### src/rtl/spi_ctrl_pkg.sv
// Shared types and constants for the SPI word sequencer.
package spi_ctrl_pkg;

    localparam int unsigned BYTE_W = 8;

    typedef enum logic [2:0] {
        IDLE,
        SETUP,
        SEND,
        WAIT,
        HOLD,
        DONE
    } spi_ctrl_state_e;

    // Width of the shared down-counter: must hold the largest of the byte count
    // and the two slave-select guard intervals.
    function automatic int unsigned cnt_width(input int unsigned a,
                                              input int unsigned b,
                                              input int unsigned c);
        int unsigned m;
        m = a;
        if (b > m) m = b;
        if (c > m) m = c;
        return (m < 2) ? 1 : $clog2(m + 1);
    endfunction

endpackage

### src/rtl/spi_word_ctrl.sv
// Word-level SPI sequencer: frames one word with ss, feeds the byte engine
// MSB byte first and assembles the returned MISO bytes into a response word.
module spi_word_ctrl
    import spi_ctrl_pkg::*;
#(
    parameter int unsigned NBYTES   = 4,
    parameter int unsigned SS_SETUP = 2,
    parameter int unsigned SS_HOLD  = 2
) (
    input  logic                       clk,
    input  logic                       rst,
    input  logic                       req_valid,
    output logic                       req_ready,
    input  logic [BYTE_W*NBYTES-1:0]   req_wd,
    output logic                       rsp_valid,
    output logic [BYTE_W*NBYTES-1:0]   rsp_rd,
    output logic                       busy,
    output logic                       ss,
    output logic                       m_send,
    output logic [BYTE_W-1:0]          m_wd,
    input  logic                       m_busy,
    input  logic                       m_rdy,
    input  logic [BYTE_W-1:0]          m_rd
);

    localparam int unsigned WORD_W = BYTE_W * NBYTES;
    localparam int unsigned CNT_W  = cnt_width(NBYTES, SS_SETUP, SS_HOLD);

    // Counter reload values; guard intervals count down to zero inclusive.
    localparam logic [CNT_W-1:0] CNT_ONE   = CNT_W'(1);
    localparam logic [CNT_W-1:0] CNT_BYTES = CNT_W'(NBYTES);
    localparam logic [CNT_W-1:0] CNT_SETUP = CNT_W'((SS_SETUP > 0) ? SS_SETUP - 1 : 0);
    localparam logic [CNT_W-1:0] CNT_HOLD  = CNT_W'((SS_HOLD > 0) ? SS_HOLD - 1 : 0);

    spi_ctrl_state_e    state_q, state_d;
    logic [CNT_W-1:0]   cnt_q, cnt_d;
    logic [WORD_W-1:0]  tx_q, tx_d;
    logic [WORD_W-1:0]  rx_q, rx_d;
    logic [WORD_W-1:0]  rsp_rd_q, rsp_rd_d;

    logic               last_byte;

    assign last_byte = (cnt_q == CNT_ONE);

    // State register; async reset returns to IDLE so ss/m_send drop at once.
    always_ff @(posedge clk or negedge rst) begin
        if (!rst) begin
            state_q <= IDLE;
        end else begin
            state_q <= state_d;
        end
    end

    // Next-state logic.
    always_comb begin
        state_d = state_q;
        case (state_q)
            IDLE: begin
                if (req_valid) begin
                    state_d = (SS_SETUP == 0) ? SEND : SETUP;
                end
            end
            SETUP: begin
                if (cnt_q == '0) begin
                    state_d = SEND;
                end
            end
            SEND: begin
                if (!m_busy) begin
                    state_d = WAIT;
                end
            end
            WAIT: begin
                if (m_rdy) begin
                    if (last_byte) begin
                        state_d = (SS_HOLD == 0) ? DONE : HOLD;
                    end else begin
                        state_d = SEND;
                    end
                end
            end
            HOLD: begin
                if (cnt_q == '0) begin
                    state_d = DONE;
                end
            end
            DONE: begin
                state_d = IDLE;
            end
            default: begin
                state_d = IDLE;
            end
        endcase
    end

    // Datapath next-state: shared counter, tx/rx shift registers, response latch.
    always_comb begin
        cnt_d = cnt_q;
        tx_d  = tx_q;
        rx_d  = rx_q;
        case (state_q)
            IDLE: begin
                if (req_valid) begin
                    tx_d  = req_wd;
                    rx_d  = '0;
                    cnt_d = (SS_SETUP == 0) ? CNT_BYTES : CNT_SETUP;
                end
            end
            SETUP: begin
                // Counter switches from guard timing to byte counting here.
                cnt_d = (cnt_q == '0) ? CNT_BYTES : cnt_q - CNT_ONE;
            end
            WAIT: begin
                if (m_rdy) begin
                    rx_d  = (rx_q << BYTE_W) | WORD_W'(m_rd);
                    tx_d  = tx_q << BYTE_W;
                    cnt_d = last_byte ? CNT_HOLD : cnt_q - CNT_ONE;
                end
            end
            HOLD: begin
                if (cnt_q != '0) begin
                    cnt_d = cnt_q - CNT_ONE;
                end
            end
            default: begin
            end
        endcase
        // Latch the response on entry to DONE so it is valid with rsp_valid.
        rsp_rd_d = (state_d == DONE) ? rx_d : rsp_rd_q;
    end

    // Datapath registers.
    always_ff @(posedge clk or negedge rst) begin
        if (!rst) begin
            cnt_q    <= '0;
            tx_q     <= '0;
            rx_q     <= '0;
            rsp_rd_q <= '0;
        end else begin
            cnt_q    <= cnt_d;
            tx_q     <= tx_d;
            rx_q     <= rx_d;
            rsp_rd_q <= rsp_rd_d;
        end
    end

    // Outputs decoded from the current state.
    always_comb begin
        req_ready = (state_q == IDLE) && rst;
        busy      = (state_q != IDLE);
        rsp_valid = (state_q == DONE);
        rsp_rd    = rsp_rd_q;
        ss        = !((state_q == SETUP) || (state_q == SEND) ||
                      (state_q == WAIT)  || (state_q == HOLD));
        m_send    = (state_q == SEND) && !m_busy;
        m_wd      = m_send ? tx_q[WORD_W-1 -: BYTE_W] : '0;
    end

endmodule

### config.mk
export PLATFORM = sky130hd
export DESIGN_NAME = spi_word_ctrl
export DESIGN_NICKNAME = d
export VERILOG_FILES = /design/src/rtl/spi_ctrl_pkg.sv /design/src/rtl/spi_word_ctrl.sv
export SDC_FILE = /design/constraint.sdc
export NUM_CORES = 1
export LEC_CHECK = 0
export CAP_MARGIN = 20
export CORE_UTILIZATION = 55
export DETAILED_ROUTE_END_ITERATION = 7
export DONT_BUFFER_PORTS = 1
export PLACE_DENSITY = 0.73
export RECOVER_POWER = 50
export SLEW_MARGIN = 20
export SYNTH_ARGS = -nofsm -noshare
export SYNTH_HDL_FRONTEND = slang
export SYNTH_SLANG_ARGS = --single-unit
### constraint.sdc
create_clock -name clk -period 1.9 [get_ports clk]
set_input_delay 0.38 -clock clk [delete_from_list [all_inputs] [get_ports clk]]
set_output_delay 0.38 -clock clk [all_outputs]
set_load 0.01 [all_outputs]
==> impl_metrics.json, run 1 <==
{
  "syn_area_sq_um": 4310,
  "die_width_um": 90.5,
  "hold_viol_final": 102,
  "antenna_cells": 0,
  "yosysWarnings": 0,
  "synth-main-ff-cell": "dfrtp_1",
  "cap_viol_max_count": 0,
  "fillers": 612,
  "grt_pass1_vias": 2927,
  "drt-total-wl_um": 8330,
  "ioPinCount": 90,
  "p_per_area_nw_per_um2": 1510,
  "final_antenna_net_count": 0,
  "cts.sinks": 102,
  "max_freq_mhz": 512,
  "fp.dieArea_sq_um": 8190,
  "fin_skew_ns": 0.0104,
  "cp_slowest_stage_delay_ns": 0.41,
  "grt_start_max_net_pins": 104,
  "antenna_found_initial": 0,
  "cts-root-buf": "clkbuf_8",
  "synth_edf_count": 0,
  "synthesis.nets": 482,
  "critPathMaxFanout": 4,
  "startpoint_type": "flip-flop",
  "ys_seq_elements": 102,
  "drt_iter0_drc": 122,
  "synth.avg_cell_area_sq_um": 9.93,
  "via_count": 2934,
  "port_buffers": 0,
  "finalWorstPathRequiredPeriod_ns": 1.95,
  "dp_cells": 517,
  "crit_arrival_ns": 1.57,
  "overflow": 0,
  "area_growth_pct": 8.68,
  "htree_levels": 3,
  "leakage_nw": 2.47,
  "layout.cells.non_filler": 537,
  "setup_slack_ns": -0.0521,
  "num_rows": 31,
  "ys_types": 38,
  "slowest_stage": "dfrtp_1",
  "dp_hpwl_um": 5400,
  "cts_buffer_depth": 2,
  "gp_congestion": 0.830,
  "synth_cells": 434,
  "layout-drive-gt1-share_pct": 11.4,
  "violations": "hold timing, setup timing",
  "cts_tree": "yes",
  "clk_latency_ns": 0.36,
  "wl_per_cell_um": 15.5,
  "hp-class": "input port to asynchronous set/reset pin",
  "dr.pass1.iters": 4,
  "dp_slack_ns": -0.0488,
  "worstPathCellList": "buf_6 -> nor4b_4 -> buf_2 -> and2_4",
  "rsz0062_at_grt": "true",
  "nets": 481,
  "period_share_pct": 103,
  "yosysSeqAreaShare_pct": 59.2,
  "grt.total_usage_pct": 22.3,
  "irDropWorstVdd_mv": 0.670,
  "outcome": "finished, violations left",
  "viasPerCell": 5.46,
  "clk_pin_slew_worst_paths_ns": 0.10,
  "setup_viol_count_final": 8,
  "maxSlewHeadroom_pct": 73.9,
  "cp-end-kind": "output pin",
  "cts_buffers": 9,
  "core_sq_um": 7410,
  "crit_required_ns": 1.52,
  "drv_slew": 0,
  "start_util_pct": 58.2,
  "timing_worst_setup_path_type": "flip-flop to output pin",
  "drc": 0,
  "grt_pass1_wl_um": 14400,
  "die_y_um": 90.5,
  "holdWs_ns": -0.294,
  "synthArstFlopShare_pct": 100,
  "worstMarginPinSlew_ns": 0.388
}
routing by layer:
layer	vias to the layer above	global-route usage [%]	routed length, um
met5	-	0	0
met4	0	6.05	70
met3	7	6.65	455
met2	75	36.1	4110
met1	1416	29.3	3690
li1	1436	-	-
cells in the mapped netlist, types with 2 or more instances:
cell      count  share of area, %
buf_2        14               1.6
and2_1       11               1.6
a21oi_1       2              0.23
a21o_1        2              0.35
nor3_1        2              0.23
ha_1          3              0.87
mux2_2        2              0.52
mux2i_1      24               5.6
clkbuf_1      7              0.61
dfrtp_1     102                59
o22ai_1       4              0.58
buf_6         5               1.3
a22o_1        8               1.6
or3_1         2              0.29
inv_1         6              0.52
o21ai_1      20               2.3
nand2b_1      7               1.0
nor2_1        4              0.35
o21ai_0      38               4.4
nand2_1     153                13
timing repair:
action / 4_1_cts / 5_1_grt
resized for setup: 14 / 3
cloned: 1 / 0
pin swaps: 9 / 1
setup buffers: 1 / 2
endpoints found under the hold margin: 102 / 102
setup endpoints to repair: 33 / 10
power by group:
group / leakage (nW) / internal [mW] / switching, mW
combinational: 1.14 / 0.986 / 1.24
sequential: 1.22 / 2.90 / 0.543
clock: 0.108 / 0.633 / 0.771
cells in the final DEF, fill, tap and decap left out, types with 4 or more instances in the layout:
cell type,n
inv_1,6
buf_6,5
o22ai_1,4
dfrtp_1,102
nand2b_1,6
mux2i_1,24
nand2_1,153
and2_4,8
o21ai_0,38
a22o_1,8
buf_4,7
nor2_1,4
o21ai_1,20
clkbuf_8,9
sequential cells by signal, summed over array words and instances (netlist names):
| register | cells |
|---|---|
| state_q | 3 |
| rx_q | 32 |
| cnt_q | 3 |
| rsp_rd | 32 |
| tx_q | 32 |
per-stage QoR:
| stage | setup TNS [ns] | power [mW] | hold slack [ns] | utilization, % | instance area (sq um) |
|---|---|---|---|---|---|
| after floorplan | 0 | 5.12 | 0.0844 | - | 4310 |
| after global placement | 0 | 5.49 | 0.0875 | 59.4 | 4400 |
| after detailed placement | -0.584 | 5.62 | 0.0876 | 59.4 | 4400 |
| after CTS | -0.151 | 7.11 | -0.319 | 62.9 | 4660 |
| after global routing | -1.18 | 7.59 | -0.323 | 63.2 | 4680 |
| final | -0.276 | 7.07 | -0.294 | 63.2 | 4680 |
cell type report:
| cell class | count | area, sq um | share of cell area, % |
|---|---|---|---|
| tap | 99 | 124 | 2.64 |
| inverter | 6 | 22.5 | 0.481 |
| clock inverter | 7 | 80.1 | 1.71 |
| timing repair buffer | 16 | 174 | 3.71 |
| clock buffer | 9 | 124 | 2.64 |
| multi-input combinational | 298 | 1610 | 34.3 |
| sequential | 102 | 2550 | 54.5 |
path summary, 6_finish.rpt:
path	start	to	slack, ns	cells past startpoint
min in group clk	m_rd[3]	rx_q[3]	0.13	2
min	rst	rsp_rd[1]	-0.29	0
min reg2reg	rx_q[28]	rx_q[28]	0.47	2
max in group asynchronous	rst	rsp_rd[14]	2.06	0
max	state_q[0]	m_wd[7]	-0.05	4
max reg2reg	state_q[0]	cnt_q[1]	0.04	6
cells by family after synthesis:
group / Yosys count / share of synthesized area, %
AND/OR/NAND/NOR: 187 / 18.2
adder cells (fa/ha/maj): 3 / 0.871
AO/OA/AOI/OAI: 82 / 11.2
buffers and inverters: 34 / 4.35
multiplexers: 26 / 6.10
flip-flops: 102 / 59.2
worst max-delay path, delay by kind of cell (launching register included):
| kind | cells | cell delay (ns) |
|---|---|---|
| simple gates | 2 | 0.47 |
| flops | 1 | 0.41 |
| buf+inv | 2 | 0.34 |
(Power assumes the default switching activity.)
==> inputs of run 2 (changes only) <==
--- a/config.mk
+++ b/config.mk
@@ -6,10 +6,12 @@
 export NUM_CORES = 1
 export LEC_CHECK = 0
 export CAP_MARGIN = 20
-export CORE_UTILIZATION = 55
+export CELL_PAD_IN_SITES_DETAIL_PLACEMENT = 1
+export CELL_PAD_IN_SITES_GLOBAL_PLACEMENT = 1
+export CORE_UTILIZATION = 43
 export DETAILED_ROUTE_END_ITERATION = 7
 export DONT_BUFFER_PORTS = 1
-export PLACE_DENSITY = 0.73
+export PLACE_DENSITY_LB_ADDON = 0.1
 export RECOVER_POWER = 50
 export SLEW_MARGIN = 20
 export SYNTH_ARGS = -nofsm -noshare
==> run 2 against run 1 <==
Net effect: the run ends with hold timing left; critical path depth did not move; cell count rose by 6.7%; register-to-register slack improved by 0.03 ns; core utilization fell by 15 points; count of clock-buffer cells in the layout rose by 2; worst hold slack got worse by 0.0054 ns; maximum frequency rose by 3.2%; sequential power barely moved; critical endpoint is now m_wd[5]; highest routed layer unchanged.
==> impl_metrics.json, run 2 (same netlist as run 1, synthesis figures left out) <==
{
  "holdWs_ns": -0.299,
  "cts_tree": "yes",
  "drt-total-wl_um": 9440,
  "startpoint_type": "flip-flop",
  "clk_latency_ns": 0.36,
  "leakage_nw": 2.46,
  "dp_cells": 552,
  "grt_start_max_net_pins": 104,
  "hp-class": "input port to asynchronous set/reset pin",
  "drt_iter0_drc": 65,
  "gp_congestion": 0.793,
  "timing_worst_setup_path_type": "flip-flop to output pin",
  "irDropWorstVdd_mv": 0.523,
  "via_count": 2986,
  "p_per_area_nw_per_um2": 1490,
  "cts_buffers": 9,
  "cts_buffer_depth": 2,
  "crit_required_ns": 1.52,
  "power.share.sequential_pct": 49.3,
  "antenna_cells": 0,
  "p_int_mw": 4.44,
  "drv_slew": 0,
  "tns_ns": 0,
  "fin_skew_ns": 0.0146,
  "num_rows": 36,
  "port_buffers": 0,
  "setup_viol_count_final": 0,
  "htree_levels": 3,
  "antenna_found_initial": 0,
  "layout.cells.non_filler": 573,
  "dp_hpwl_um": 6320,
  "max_freq_mhz": 528,
  "switching_share_pct": 37.0,
  "area_growth_pct": 9.90,
  "fp.dieArea_sq_um": 10400,
  "dr.pass1.iters": 4,
  "layout-drive-gt1-share_pct": 12.0,
  "fillers": 1123,
  "core_sq_um": 9730,
  "grt_pass1_vias": 3066,
  "die_width_um": 102,
  "grt.total_usage_pct": 19.0,
  "clkPwrFrac_pct": 18.4,
  "crit_arrival_ns": 1.51,
  "maxSlewHeadroom_pct": 70.1,
  "cap_viol_max_count": 0,
  "viasPerCell": 5.21,
  "combPwrFrac_pct": 32.2,
  "grt_pass1_wl_um": 15000,
  "wl_per_cell_um": 16.5,
  "violations": "hold timing",
  "ioPinCount": 90,
  "outcome": "finished, violations left",
  "drc": 0,
  "cts-root-buf": "clkbuf_8",
  "final_common_cell": "nand2_1",
  "cp-end-kind": "output pin",
  "clk_pin_slew_worst_paths_ns": 0.10,
  "start_util_pct": 44.3,
  "die_y_um": 102,
  "p_sw_mw": 2.60,
  "worstMarginPinSlew_ns": 0.449,
  "finalWorstPathRequiredPeriod_ns": 1.89,
  "critPathMaxFanout": 5,
  "final_cell_mix": "nand2_1, dfrtp_1, o21ai_0",
  "rsz0062_at_grt": "true",
  "nets": 483,
  "final_antenna_net_count": 0,
  "period_share_pct": 99.6,
  "overflow": 0,
  "cts.sinks": 102,
  "hold_viol_final": 102
}
## run 2: worst paths after layout
| path | startpoint | endpoint | slack (ns) | depth (start not counted) |
|---|---|---|---|---|
| worst max-delay path | state_q[0] | m_wd[5] | 0.008 | 4 |
| worst min-delay path | rst | state_q[1] | -0.30 | 0 |
| worst max register to register | state_q[2] | cnt_q[1] | 0.07 | 5 |
| worst min register to register | rx_q[31] | rx_q[31] | 0.47 | 2 |
| max in group asynchronous | rst | rx_q[17] | 1.99 | 0 |
| min in group clk | m_rd[6] | rx_q[6] | 0.12 | 2 |
## run 2: power groups by stage
stage / clock, mW / combinational, mW / sequential (mW)
floorplan: 0 / 1.79 / 3.34
global placement: 0 / 2.10 / 3.49
detailed placement: 0 / 2.20 / 3.52
CTS: 1.35 / 2.31 / 3.49
global route: 1.43 / 2.55 / 3.57
finish: 1.30 / 2.27 / 3.47
## run 2: critical path, cell delays in order (launching register included)
cell	delay, ns
dfrtp_1	0.41
buf_6	0.14
nor4b_4	0.26
buf_2	0.19
and2_4	0.15
## run 2: layout make-up
class / count / area (sq um) / area share (%)
Multi-Input combinational cell: 298 / 1610 / 34.0
Tap cell: 133 / 166 / 3.51
Clock buffer: 11 / 141 / 2.98
Clock inverter: 5 / 41.3 / 0.872
Sequential cell: 102 / 2550 / 53.9
Inverter: 6 / 22.5 / 0.475
Timing Repair Buffer: 18 / 198 / 4.17
## run 2: repair_timing
| item | in CTS | in global routing |
|---|---|---|
| hold endpoints to repair | 102 | 102 |
| pin swaps | 8 | 1 |
| buffers inserted | 4 | 0 |
| gates cloned | 1 | 0 |
| gates resized for setup | 17 | 2 |
| setup endpoints to repair | 27 | 11 |
## run 2: layer usage
metal | wire (um) | global-route usage, %
met5 | 0 | 0
met4 | 110 | 5.49
met3 | 617 | 6.16
met2 | 4790 | 32.9
met1 | 3930 | 22.5
## run 2: metrics by stage
| stage | total power, mW | setup WS, ns | utilization, % | cell area, sq um | hold slack (ns) |
|---|---|---|---|---|---|
| floorplan | 5.12 | 0.0469 | - | 4310 | 0.0844 |
| global placement | 5.59 | 0.0567 | 45.9 | 4460 | 0.0882 |
| detailed placement | 5.72 | -0.0403 | 45.9 | 4460 | 0.0881 |
| CTS | 7.14 | -0.0158 | 48.6 | 4730 | -0.318 |
| global route | 7.56 | -0.0699 | 48.7 | 4740 | -0.324 |
| finish | 7.04 | 0.00775 | 48.7 | 4740 | -0.299 |
==> inputs of run 3 (changes only) <==
--- a/config.mk
+++ b/config.mk
@@ -8,9 +8,9 @@
 export CAP_MARGIN = 20
 export CELL_PAD_IN_SITES_DETAIL_PLACEMENT = 1
 export CELL_PAD_IN_SITES_GLOBAL_PLACEMENT = 1
-export CORE_UTILIZATION = 43
+export CORE_MARGIN = 2
+export CORE_UTILIZATION = 42
 export DETAILED_ROUTE_END_ITERATION = 7
-export DONT_BUFFER_PORTS = 1
 export PLACE_DENSITY_LB_ADDON = 0.1
 export RECOVER_POWER = 50
 export SLEW_MARGIN = 20
==> constraint.sdc (replaced) <==
create_clock -name clk -period 2.45 [get_ports clk]
set_input_delay 0.49 -clock clk [delete_from_list [all_inputs] [get_ports clk]]
set_output_delay 0.49 -clock clk [all_outputs]
set_load 0.01 [all_outputs]
==> run 3 against run 2 <==
Net effect: the run now ends clean; core utilization increased by 7.7 points; largest power group unchanged; highest routed layer unchanged; critical path depth up 2; critical path type unchanged; first-iteration DRC count is 78% higher.
==> impl_metrics.json, run 3 (same netlist as run 1, synthesis figures left out) <==
{
  "via_count": 3313,
  "p_per_area_nw_per_um2": 1050,
  "clkPwrFrac_pct": 18.5,
  "die_y_um": 105,
  "utilization_pct": 56.4,
  "drt_iter0_drc": 116,
  "hold_viol_final": 0,
  "crit_top_cell": "buf_4",
  "drv_slew": 0,
  "reg2reg_depth": 7,
  "core_sq_um": 9860,
  "worstMarginPinSlew_ns": 1.47,
  "finalWorstPathRequiredPeriod_ns": 2.31,
  "rr_startpoint": "state_q[0]",
  "timing_worst_setup_path_type": "flip-flop to output pin",
  "grt.total_usage_pct": 19.6,
  "holdBufCountCts": 0,
  "slowest_stage": "dfrtp_2",
  "drc": 0,
  "grt_pass1_vias": 3590,
  "area_growth_pct": 29.0,
  "clk_pin_slew_worst_paths_ns": 0.09,
  "grt_start_max_net_pins": 89,
  "cap_viol_max_count": 0,
  "wl_met2_um": 5200,
  "htree_levels": 3,
  "num_rows": 36,
  "switching_share_pct": 35.5,
  "setup_slack_ns": 0.145,
  "final_common_cell": "nand2_1",
  "dr.pass1.iters": 5,
  "grt_pass1_wl_um": 17400,
  "crit_buf_inv": 4,
  "crit_arrival_ns": 1.82,
  "maxSlewHeadroom_pct": 1.84,
  "irDropWorstVdd_mv": 0.478,
  "port_buffers": 89,
  "cts_tree": "yes",
  "power.share.sequential_pct": 43.9,
  "die_width_um": 105,
  "fillers": 1098,
  "wl_met1_um": 4370,
  "max_freq_mhz": 434,
  "setup_viol_count_final": 0,
  "cp-end-kind": "output pin",
  "dp_hpwl_um": 6880,
  "rrSetupSlack_ns": 0.30,
  "reg2reg_to": "state_q[0]",
  "final_cell_mix": "nand2_1, dfrtp_1, clkdlybuf4s50_1",
  "cp_top_family": "buffers and inverters",
  "wl_per_cell_um": 15.6,
  "start_util_pct": 43.7,
  "combPwrFrac_pct": 37.6,
  "hp-class": "input port to asynchronous set/reset pin",
  "period_share_pct": 94.1,
  "overflow": 0,
  "antenna_cells": 0,
  "drt-total-wl_um": 10300,
  "p_sw_mw": 2.08,
  "viasPerCell": 5.03,
  "rsz0062_at_grt": "false",
  "cts-root-buf": "clkbuf_8",
  "critPathMaxFanout": 4,
  "cp_slowest_stage_delay_ns": 0.46,
  "top_layer_used": "met4",
  "crit_required_ns": 1.96,
  "tns_ns": 0,
  "p_int_mw": 3.78,
  "ioPinCount": 90,
  "fin_skew_ns": 0.0135,
  "startpoint_type": "flip-flop",
  "antenna_found_initial": 0,
  "cts_buffers": 9,
  "layout-drive-gt1-share_pct": 7.98,
  "nets": 570,
  "worstPathCellList": "nor4b_4 -> buf_4 -> buf_4 -> buf_4 -> and2_1 -> dlygate4sd2_1",
  "dp_slack_ns": -0.127,
  "fp.dieArea_sq_um": 11100,
  "final_antenna_net_count": 0,
  "cts_buffer_depth": 2,
  "clk_latency_ns": 0.36,
  "route.met3.wl_um": 542,
  "cts.sinks": 102,
  "gp_congestion": 0.777,
  "leakage_nw": 2.85,
  "outcome": "complete, no violations"
}
run 3: cell types whose count changed in the layout (fill, tap and decap cells not counted), moves of 3 or more:
cell | before | now
and2_1 | 3 | 11
and2_4 | 8 | 0
buf_6 | 4 | 1
clkdlybuf4s50_1 | 0 | 57
dlygate4sd2_1 | 0 | 6
dlygate4sd3_1 | 0 | 21
dlymetal6s2s_1 | 0 | 4
run 3: power groups by stage:
stage / Sequential, mW / Clock [mW] / Combinational (mW)
2_1_floorplan: 2.59 / 0 / 1.39
3_3_place_gp: 2.59 / 0 / 2.12
3_5_place_dp: 2.63 / 0 / 2.20
4_1_cts: 2.58 / 1.13 / 2.27
5_1_grt: 2.65 / 1.19 / 2.49
6_report: 2.58 / 1.08 / 2.20
run 3: how the worst max path moves through the flow:
stage	from	end	slack [ns]	cells after the start
4_1_cts	state_q[0]	m_wd[4]	0.002	4
3_3_place_gp	m_busy	m_wd[1]	-0.007	5
5_1_grt	state_q[0]	m_wd[3]	0.04	6
2_1_floorplan	cnt_q[0]	cnt_q[0]	0.60	7
3_5_place_dp	m_busy	m_wd[0]	-0.13	5
6_report	state_q[0]	m_wd[3]	0.14	6
run 3: worst register-to-register path, delay by kind of cell (launching register included):
family | cells | cell delay [ns]
AND/OR/NAND/NOR | 3 | 0.82
AO/OA/AOI/OAI | 1 | 0.16
buffers and inverters | 3 | 0.64
flip-flops | 1 | 0.43
run 3: cell type report:
| class | instances | area [sq um] | area share, % |
|---|---|---|---|
| well taps | 133 | 166 | 2.99 |
| multi-input cells | 298 | 1590 | 28.5 |
| inverters | 6 | 22.5 | 0.405 |
| repair buffers | 105 | 1030 | 18.5 |
| clock inverters | 6 | 77.6 | 1.39 |
| flip-flops and latches | 102 | 2550 | 45.9 |
| clock buffers | 9 | 124 | 2.23 |
run 3: per-layer routing:
layer / GRT usage, % / up-vias
li1: - / 1601
met1: 23.9 / 1626
met2: 33.9 / 72
met3: 5.50 / 14
met4: 5.14 / 0
met5: 0 / -
run 3: timing repair:
action,4_1_cts,5_1_grt
setup endpoints to repair,8,7
cloned,1,0
setup buffers,3,3
gates resized for setup,9,8
pin swaps,1,0
run 3: per-stage QoR:
step	power (mW)	cell area, sq um	std cells	hold slack (ns)
after CTS	5.98	5530	656	0.222
after detailed placement	4.83	5300	637	0.452
final	5.87	5560	659	0.446
after global placement	4.71	5300	637	0.443
after global routing	6.32	5560	659	0.505
after floorplan	3.97	4310	434	0.194
